`src/rtl/ms_timer.sv`:
```
// ms_timer: millisecond countdown timer driven by the RTC millisecond count.
// One-shot or periodic expiry with pause, cancel, retrigger and a saturating expiry counter.
module ms_timer (
  input  logic        clk,
  input  logic        rstb,
  input  logic [31:0] ms_acc,
  input  logic        start,
  input  logic [31:0] dur,
  input  logic        periodic,
  input  logic        pause,
  input  logic        cancel,
  output logic        busy,
  output logic        expired,
  output logic [31:0] remaining,
  output logic [7:0]  exp_cnt
);
  typedef enum logic [1:0] {IDLE, RUN, PAUSED} state_t;
  state_t      state_q, state_d;
  logic [31:0] prev_acc_q, dur_q, dur_d, rem_q, rem_d;
  logic [7:0]  cnt_q, cnt_d;
  logic        per_q, per_d, exp_q, exp_d, busy_q;
  logic        tick;
  assign tick = ms_acc != prev_acc_q;
  always_comb begin
    state_d = state_q;
    dur_d   = dur_q;
    per_d   = per_q;
    rem_d   = rem_q;
    cnt_d   = cnt_q;
    exp_d   = 1'b0;
    if (cancel) begin
      state_d = IDLE;
      rem_d   = '0;
    end else if (start) begin
      dur_d = dur;
      per_d = periodic;
      rem_d = dur;
      // a zero duration expires at once in either mode, so periodic never free-runs
      if (dur == '0) begin
        state_d = IDLE;
        exp_d   = 1'b1;
        cnt_d   = 8'd1;
      end else begin
        state_d = (state_q != IDLE && pause) ? PAUSED : RUN;
        cnt_d   = '0;
      end
    end else if (state_q == RUN) begin
      if (pause) state_d = PAUSED;
      else if (tick) begin
        if (rem_q == 32'd1) begin
          exp_d   = 1'b1;
          cnt_d   = cnt_q + {7'd0, cnt_q != 8'hff};
          rem_d   = per_q ? dur_q : '0;
          state_d = per_q ? RUN : IDLE;
        end else rem_d = rem_q - 32'd1;
      end
    end else if (state_q == PAUSED && !pause) state_d = RUN;
  end
  always_ff @(posedge clk or negedge rstb) begin
    if (!rstb) begin
      state_q    <= IDLE;
      prev_acc_q <= '0;
      dur_q      <= '0;
      per_q      <= 1'b0;
      rem_q      <= '0;
      cnt_q      <= '0;
      exp_q      <= 1'b0;
      busy_q     <= 1'b0;
    end else begin
      state_q    <= state_d;
      prev_acc_q <= ms_acc;
      dur_q      <= dur_d;
      per_q      <= per_d;
      rem_q      <= rem_d;
      cnt_q      <= cnt_d;
      exp_q      <= exp_d;
      busy_q     <= state_d != IDLE;
    end
  end
  assign busy      = busy_q;
  assign expired   = exp_q;
  assign remaining = rem_q;
  assign exp_cnt   = cnt_q;
endmodule

```
`config.mk`:
```
export PLATFORM = sky130hd
export DESIGN_NAME = ms_timer
export DESIGN_NICKNAME = d
export VERILOG_FILES = /design/src/rtl/ms_timer.sv
export SDC_FILE = /design/constraint.sdc
export NUM_CORES = 1
export LEC_CHECK = 0
export ABC_AREA = 1
export ABC_CLOCK_PERIOD_IN_PS = 1900
export BUFFER_PORTS_ARGS = -buffer_cell sky130_fd_sc_hd__buf_2
export CAP_MARGIN = 30
export CORE_MARGIN = 2
export CORE_UTILIZATION = 35
export DETAILED_ROUTE_END_ITERATION = 8
export GPL_TIMING_DRIVEN = 0
export SYNTH_ARGS = -nofsm -noshare
export SYNTH_HDL_FRONTEND = slang
export SYNTH_SLANG_ARGS = --single-unit
```
`constraint.sdc`:
```
create_clock -name clk -period 1.9 [get_ports clk]
set_input_delay 0.285 -clock clk [delete_from_list [all_inputs] [get_ports clk]]
set_output_delay 0.285 -clock clk [all_outputs]
set_load 0.05 [all_outputs]
```
==> metrics.md, run 1 <==
| Metric | Value |
|---|---|
| HPWL after detailed placement | `14800 um` |
| Area grow syn2layout | `29.0%` |
| Critical path endpoint category | `flop` |
| Synth cell types | `36` |
| Worst setup margin | `0.0147 ns` |
| Initial core utilization | `35.7%` |
| Tcrit/Tclk final | `99.2%` |
| Number of synthesized flops with an enable pin | `0` |
| Vias in the first global route | `5855` |
| Core ar. | `0.0180 sq mm` |
| Place WS | `-0.160 ns` |
| Die Y-Extent | `140 um` |
| Startpoint types | `flop` |
| WHS Path Cells | `1` |
| Sequential fraction of the synthesis area | `42.4%` |
| CP arrival | `2.15 ns` |
| Worst hold margin | `0.0483 ns` |
| Initial antenna violation count | `0` |
| Gr usage total | `20.2%` |
| Clock Skew | `0.00819 ns` |
| H-tree depth | `3` |
| Setup Viol. Count Final | `0` |
| Gp weighted congestion | `0.920` |
| I/O Pins | `112` |
| Switch Pwr | `2620 uW` |
| Flop and latch count out of synthesis | `109` |
| Fin. max-slew vios | `0` |
| # nets final | `1114` |
| WL/cell | `15.5 um` |
| Reg2Reg Depth | `11` |
| Worst EP required | `2.16 ns` |
| DRT Wirelength | `19800 um` |
| Peak supply drop | `563 uV` |
| P_leak | `0.00424 uW` |
| Clock tree sinks | `109` |
| Via count | `6232` |
| Flop pwr share | `40.3%` |
| DR vias/cell | `4.90` |
| RSZ-0062 raised after global routing | `true` |
| Warnings from Yosys | `0` |
| # diodes | `0` |
| Clock Power Share | `28.1%` |
| Switch share | `37.8%` |
| Internal | `4320 uW` |
| Initial DRC count | `501` |
| Final Critical Period | `1.89 ns` |
| Worst Hold Class | `in2reg` |
| CTS tree | `yes` |
| Pwr dens | `836 mW/mm^2` |
| Power share of the combinational group | `31.7%` |
| Residual DRC | `0` |
| Cells after synthesis | `874` |
| Synthesized area per cell | `7.36 sq um` |
| CTS Buf Count | `9` |
| Max_cap viols | `0` |
| Final Hold Vio Count | `0` |
| GRT overflow | `0` |
| Die Footprint | `0.0195 sq mm` |
| Post-synth top flop | `dfrtp_1` |
| Async SR Flop Fraction | `100%` |
| Status | `completed` |
| Worst skew pair latency | `0.36 ns` |
| Share of cells above drive strength 1 | `29.6%` |
| Crit Path Max Fanout | `8` |
| Number of core rows | `49` |
| Post-synthesis instance area | `0.00643 sq mm` |
| Crit Path Class | `reg2reg` |
| Antenna-violating nets left | `0` |
| Worst slew pin tran | `0.628 ns` |
| Max Fclk | `530 MHz` |
| CTS Buffer Depth | `2` |
| Die width | `140 um` |
| Port bufs | `110` |
| First-pass GRT wire length | `30800 um` |
| Worst-path clk slew | `0.08 ns` |
| Slew HR | `58.1%` |
| Reg2Reg Setup Slack | `0.01 ns` |
| Root Buffer Master | `clkbuf_16` |
| Pin count of the biggest net entering global routing | `71` |
| Drt pass-1 iters | `5` |
| Syn Nets | `948` |
[layout by cell type, fill, tap and decap left out, types with 8 or more instances in the layout]
master / count
buf_4: 38
dfrtp_1: 84
nor2_2: 14
nand2_2: 14
a21oi_1: 14
dfrtp_2: 25
nand2_1: 323
clkbuf_1: 11
inv_2: 8
a21oi_2: 11
nor2_4: 23
nand4_1: 11
nor4_1: 8
buf_6: 8
xnor2_1: 29
clkbuf_16: 10
xor2_1: 15
o21ai_0: 14
inv_1: 65
buf_2: 115
nand3_1: 75
o21ai_1: 21
nor2_1: 52
[area by class of cell]
class	count	area, sq um
sequential	109	2760
inverter	77	299
clock buffer	10	229
multi-input combinational	661	3500
clock inverter	5	60.1
buffer	27	170
fill	1888	9730
tap	229	287
timing repair buffer	155	991
[routing by layer]
metal  global-route usage (%)  share of wire (%)  vias to the layer above
met4                     5.74                1.7                        0
met2                     31.6                 45                      212
met5                        0                  0                        -
li1                         -                  -                     3085
met1                     28.7                 47                     2909
met3                     3.61                5.9                       26
[repair_timing]
item                                    CTS  global route
cloned                                    2             1
buffers inserted                         11            29
endpoints found under the setup margin   43            36
resized for setup                        30            68
pin swaps                                 7            19
hold buffers                              1             0
hold endpoints to repair                 39             0
[state kept, by name (all words and copies together), names as in the netlist]
register    cells
dur_q          32
prev_acc_q     32
remaining      32
exp_cnt         8
state_q         2
busy            1
expired         1
per_q           1
[through the flow]
step / std cells / cell area [sq um] / total power (uW) / setup TNS (ns) / utilization, %
4_1_cts: 1243 / 7810 / 6730 / 0 / 43.3
3_5_place_dp: 1214 / 7330 / 4710 / -4.06 / 40.7
6_report: 1273 / 8300 / 6930 / 0 / 46.0
2_1_floorplan: 874 / 6460 / 4100 / -0.0736 / -
5_1_grt: 1273 / 8300 / 7300 / -0.686 / 46.0
3_3_place_gp: 1213 / 7300 / 4690 / -99.36 / 40.5
[power by group through the flow]
stage	Sequential (uW)	Clock [uW]	Combinational, uW
after floorplan	3100	0	1000
after global routing	2830	2080	2400
after CTS	2770	1990	1960
final	2790	1950	2200
after detailed placement	2810	0	1910
after global placement	2810	0	1880
[cells by family (layout without fill, tap and decap cells)]
logic type               Yosys count  in the layout  share of synthesized area, %
buffers and inverters            104            274                          6.67
AND/OR/NAND/NOR                  551            551                          38.7
flip-flops                       109            109                          42.4
AO/OA/AOI/OAI                     62             62                          5.45
XOR/XNOR                          44             44                          5.99
adder cells (fa/ha/maj)            4              4                         0.778
[cells in the mapped netlist, types with 2 or more instances]
| library cell | n | area (sq um) |
|---|---|---|
| and2_1 | 2 | 12.5 |
| nand2_2 | 8 | 50.1 |
| nor2_4 | 12 | 135 |
| inv_1 | 68 | 255 |
| nor3_2 | 2 | 20.0 |
| nand2_1 | 332 | 1250 |
| nand3b_1 | 4 | 30.0 |
| nand4_1 | 11 | 68.8 |
| nand3_4 | 2 | 35.0 |
| a21oi_1 | 17 | 85.1 |
| o21ai_0 | 16 | 80.1 |
| ha_1 | 4 | 50.1 |
| nand3_1 | 80 | 400 |
| clkbuf_1 | 12 | 45.0 |
| nand2_4 | 3 | 33.8 |
| nor3_1 | 5 | 25.0 |
| inv_2 | 9 | 33.8 |
| nor2_1 | 69 | 259 |
| buf_2 | 10 | 50.1 |
| nor4_1 | 8 | 50.1 |
| xnor2_1 | 29 | 254 |
| nor2_2 | 8 | 50.1 |
| xor2_1 | 15 | 131 |
| a21oi_2 | 8 | 70.1 |
| dfrtp_1 | 109 | 2730 |
| o21ai_1 | 19 | 95.1 |
| buf_6 | 3 | 33.8 |
[critical path: stages (launching register included)]
cell and delay (ns):
dfrtp_2 0.46, nor2_4 0.16, nand2_2 0.09, nor2_4 0.17, nand2_4 0.09, nor2_8 0.23, buf_6 0.18, a21oi_1 0.07
nand2_1 0.12, nand3_2 0.10, nand2_1 0.08, inv_1 0.04
[worst paths after layout]
check | start | end
max in group asynchronous | rstb | remaining[30]
worst max-delay path | remaining[13] | remaining[29]
worst max register to register | remaining[13] | remaining[29]
worst min-delay path | ms_acc[16] | prev_acc_q[16]
min in group asynchronous | rstb | exp_cnt[1]
worst min register to register | dur_q[29] | dur_q[29]
(Power assumes the default switching activity.)
==> inputs of run 2 (changes only) <==
--- a/config.mk
+++ b/config.mk
@@ -6,13 +6,14 @@
 export NUM_CORES = 1
 export LEC_CHECK = 0
 export ABC_AREA = 1
-export ABC_CLOCK_PERIOD_IN_PS = 1900
+export ABC_CLOCK_PERIOD_IN_PS = 2300
 export BUFFER_PORTS_ARGS = -buffer_cell sky130_fd_sc_hd__buf_2
 export CAP_MARGIN = 30
 export CORE_MARGIN = 2
 export CORE_UTILIZATION = 35
 export DETAILED_ROUTE_END_ITERATION = 8
 export GPL_TIMING_DRIVEN = 0
+export SKIP_CTS_REPAIR_TIMING = 1
 export SYNTH_ARGS = -nofsm -noshare
 export SYNTH_HDL_FRONTEND = slang
 export SYNTH_SLANG_ARGS = --single-unit
==> constraint.sdc (replaced) <==
create_clock -name clk -period 2.3 [get_ports clk]
set_input_delay 0.345 -clock clk [delete_from_list [all_inputs] [get_ports clk]]
set_output_delay 0.345 -clock clk [all_outputs]
set_load 0.05 [all_outputs]
==> run 2 against run 1 <==
Net effect:
- combinational power is 29% lower
- sequential share of layout area up 2.5 points
- utilization fell by 3.7 points
- sequential power is 18% lower
- flip-flop and latch count unchanged
- wire length down 4.1%
- worst setup slack improved by 0.24 ns
- critical path type unchanged
- critical endpoint is now remaining[30]
- largest power group unchanged
==> metrics.md, run 2 (synthesized netlist as in run 1, its figures left out) <==
| Metric | Value |
|---|---|
| Status | `completed` |
| RSZ-0062 raised after global routing | `false` |
| Slew HR | `61.8%` |
| Peak supply drop | `513 uV` |
| # diodes | `0` |
| Gp weighted congestion | `0.917` |
| Worst-path clk slew | `0.08 ns` |
| Final Hold Vio Count | `0` |
| Worst setup margin | `0.258 ns` |
| Antenna-violating nets left | `0` |
| Startpoint types | `flop` |
| Area grow syn2layout | `18.5%` |
| WHS Path Cells | `1` |
| Worst skew pair latency | `0.37 ns` |
| Setup TNS | `0 ns` |
| Root Buffer Master | `clkbuf_16` |
| I/O Pins | `112` |
| Worst Hold Class | `in2reg` |
| Vias in the first global route | `5741` |
| Initial core utilization | `35.7%` |
| DR vias/cell | `4.90` |
| Most frequent cells in the layout | `332 x nand2_1, 119 x buf_2, 109 x dfrtp_1` |
| Via count | `6038` |
| Worst slew pin tran | `0.573 ns` |
| Number of core rows | `49` |
| P_leak | `0.00398 uW` |
| Worst EP required | `2.56 ns` |
| Place WS | `0.253 ns` |
| H-tree depth | `3` |
| CTS tree | `yes` |
| CTS Buffer Depth | `2` |
| Reg2Reg Setup Slack | `0.26 ns` |
| Crit Path Class | `reg2reg` |
| Residual DRC | `0` |
| Commonest non-fill, non-tap cell in the layout | `nand2_1` |
| CP arrival | `2.31 ns` |
| Crit Path Max Fanout | `10` |
| Final Critical Period | `2.04 ns` |
| Gr usage total | `20.0%` |
| Port bufs | `110` |
| # nets final | `1071` |
| Core ar. | `0.0180 sq mm` |
| Tcrit/Tclk final | `88.8%` |
| WL/cell | `15.4 um` |
| DRT Wirelength | `19000 um` |
| GRT overflow | `0` |
| First-pass GRT wire length | `30600 um` |
| Setup Viol. Count Final | `0` |
| HPWL after detailed placement | `14800 um` |
| CTS Buf Count | `9` |
| Share of cells above drive strength 1 | `19.8%` |
| Die width | `140 um` |
| Drt pass-1 iters | `6` |
| Clock tree sinks | `109` |
| Critical path endpoint category | `flop` |
| Reg2Reg Depth | `12` |
| Fill cells | `1954` |
| Initial antenna violation count | `0` |
| Clock Skew | `0.0141 ns` |
| Max Fclk | `490 MHz` |
| Fin. max-slew vios | `0` |
| Initial DRC count | `460` |
| Die Footprint | `0.0195 sq mm` |
| Pwr dens | `724 mW/mm^2` |
| Max_cap viols | `0` |
| Pin count of the biggest net entering global routing | `73` |
| Die Y-Extent | `140 um` |
==> run 2: cell types whose count changed in the layout (fill, tap and decap cells not counted), sizes merged <==
cell and change:
clkbuf -2, clkinvlp +1, buf -41
==> run 2: area by class of cell <==
type | instances | area, sq um | share of cell area, %
timing repair buffer | 112 | 594 | 7.80
buffer | 27 | 140 | 1.84
tap | 229 | 287 | 3.76
clock buffer | 10 | 239 | 3.14
inverter | 77 | 289 | 3.79
multi-input combinational | 661 | 3270 | 43.0
clock inverter | 6 | 71.3 | 0.936
sequential | 109 | 2730 | 35.8
==> run 2: worst paths after layout <==
kind | start | endpoint
max | remaining[1] | remaining[30]
max in group asynchronous | rstb | remaining[29]
min | ms_acc[18] | prev_acc_q[18]
min reg2reg | dur_q[23] | dur_q[23]
min in group asynchronous | rstb | exp_cnt[2]
max reg2reg | remaining[1] | remaining[30]
==> run 2: report_power, final <==
part | total, uW | internal [uW] | leakage, uW | switching, uW
Sequential | 2280 | 2100 | 0.00135 | 184
Combinational | 1570 | 460 | 0.00248 | 1110
Clock | 1670 | 884 | 0.000145 | 782
==> run 2: per-layer routing <==
metal  vias to the layer above  wire, um  track usage [%]
met5                         -         0                0
met4                         0       332             4.95
met3                        24      1060             3.92
met2                       181      8420             30.8
met1                      2828      9170             29.0
li1                       3005         -                -
==> run 2: per-stage QoR <==
stage,hold slack (ns),utilization (%),instance area [sq um],power [uW],instances
final,0.109,42.3,7620,5520,1231
after global routing,0.0899,42.3,7620,5840,1231
after detailed placement,0.280,40.5,7300,3890,1214
after CTS,-0.102,42.2,7610,5570,1230
after floorplan,0.0494,-,6430,3380,874
after global placement,0.454,40.3,7270,3870,1213
==> run 2: critical path, cell delays in order, from the launching register on <==
cell,delay (ns)
dfrtp_1,0.38
inv_1,0.11
ha_1,0.18
inv_1,0.11
nor3_2,0.25
nand3b_4,0.13
nor2_8,0.19
buf_6,0.21
a21oi_2,0.06
nand2_1,0.06
nand3_1,0.10
nand2_1,0.10
inv_1,0.04
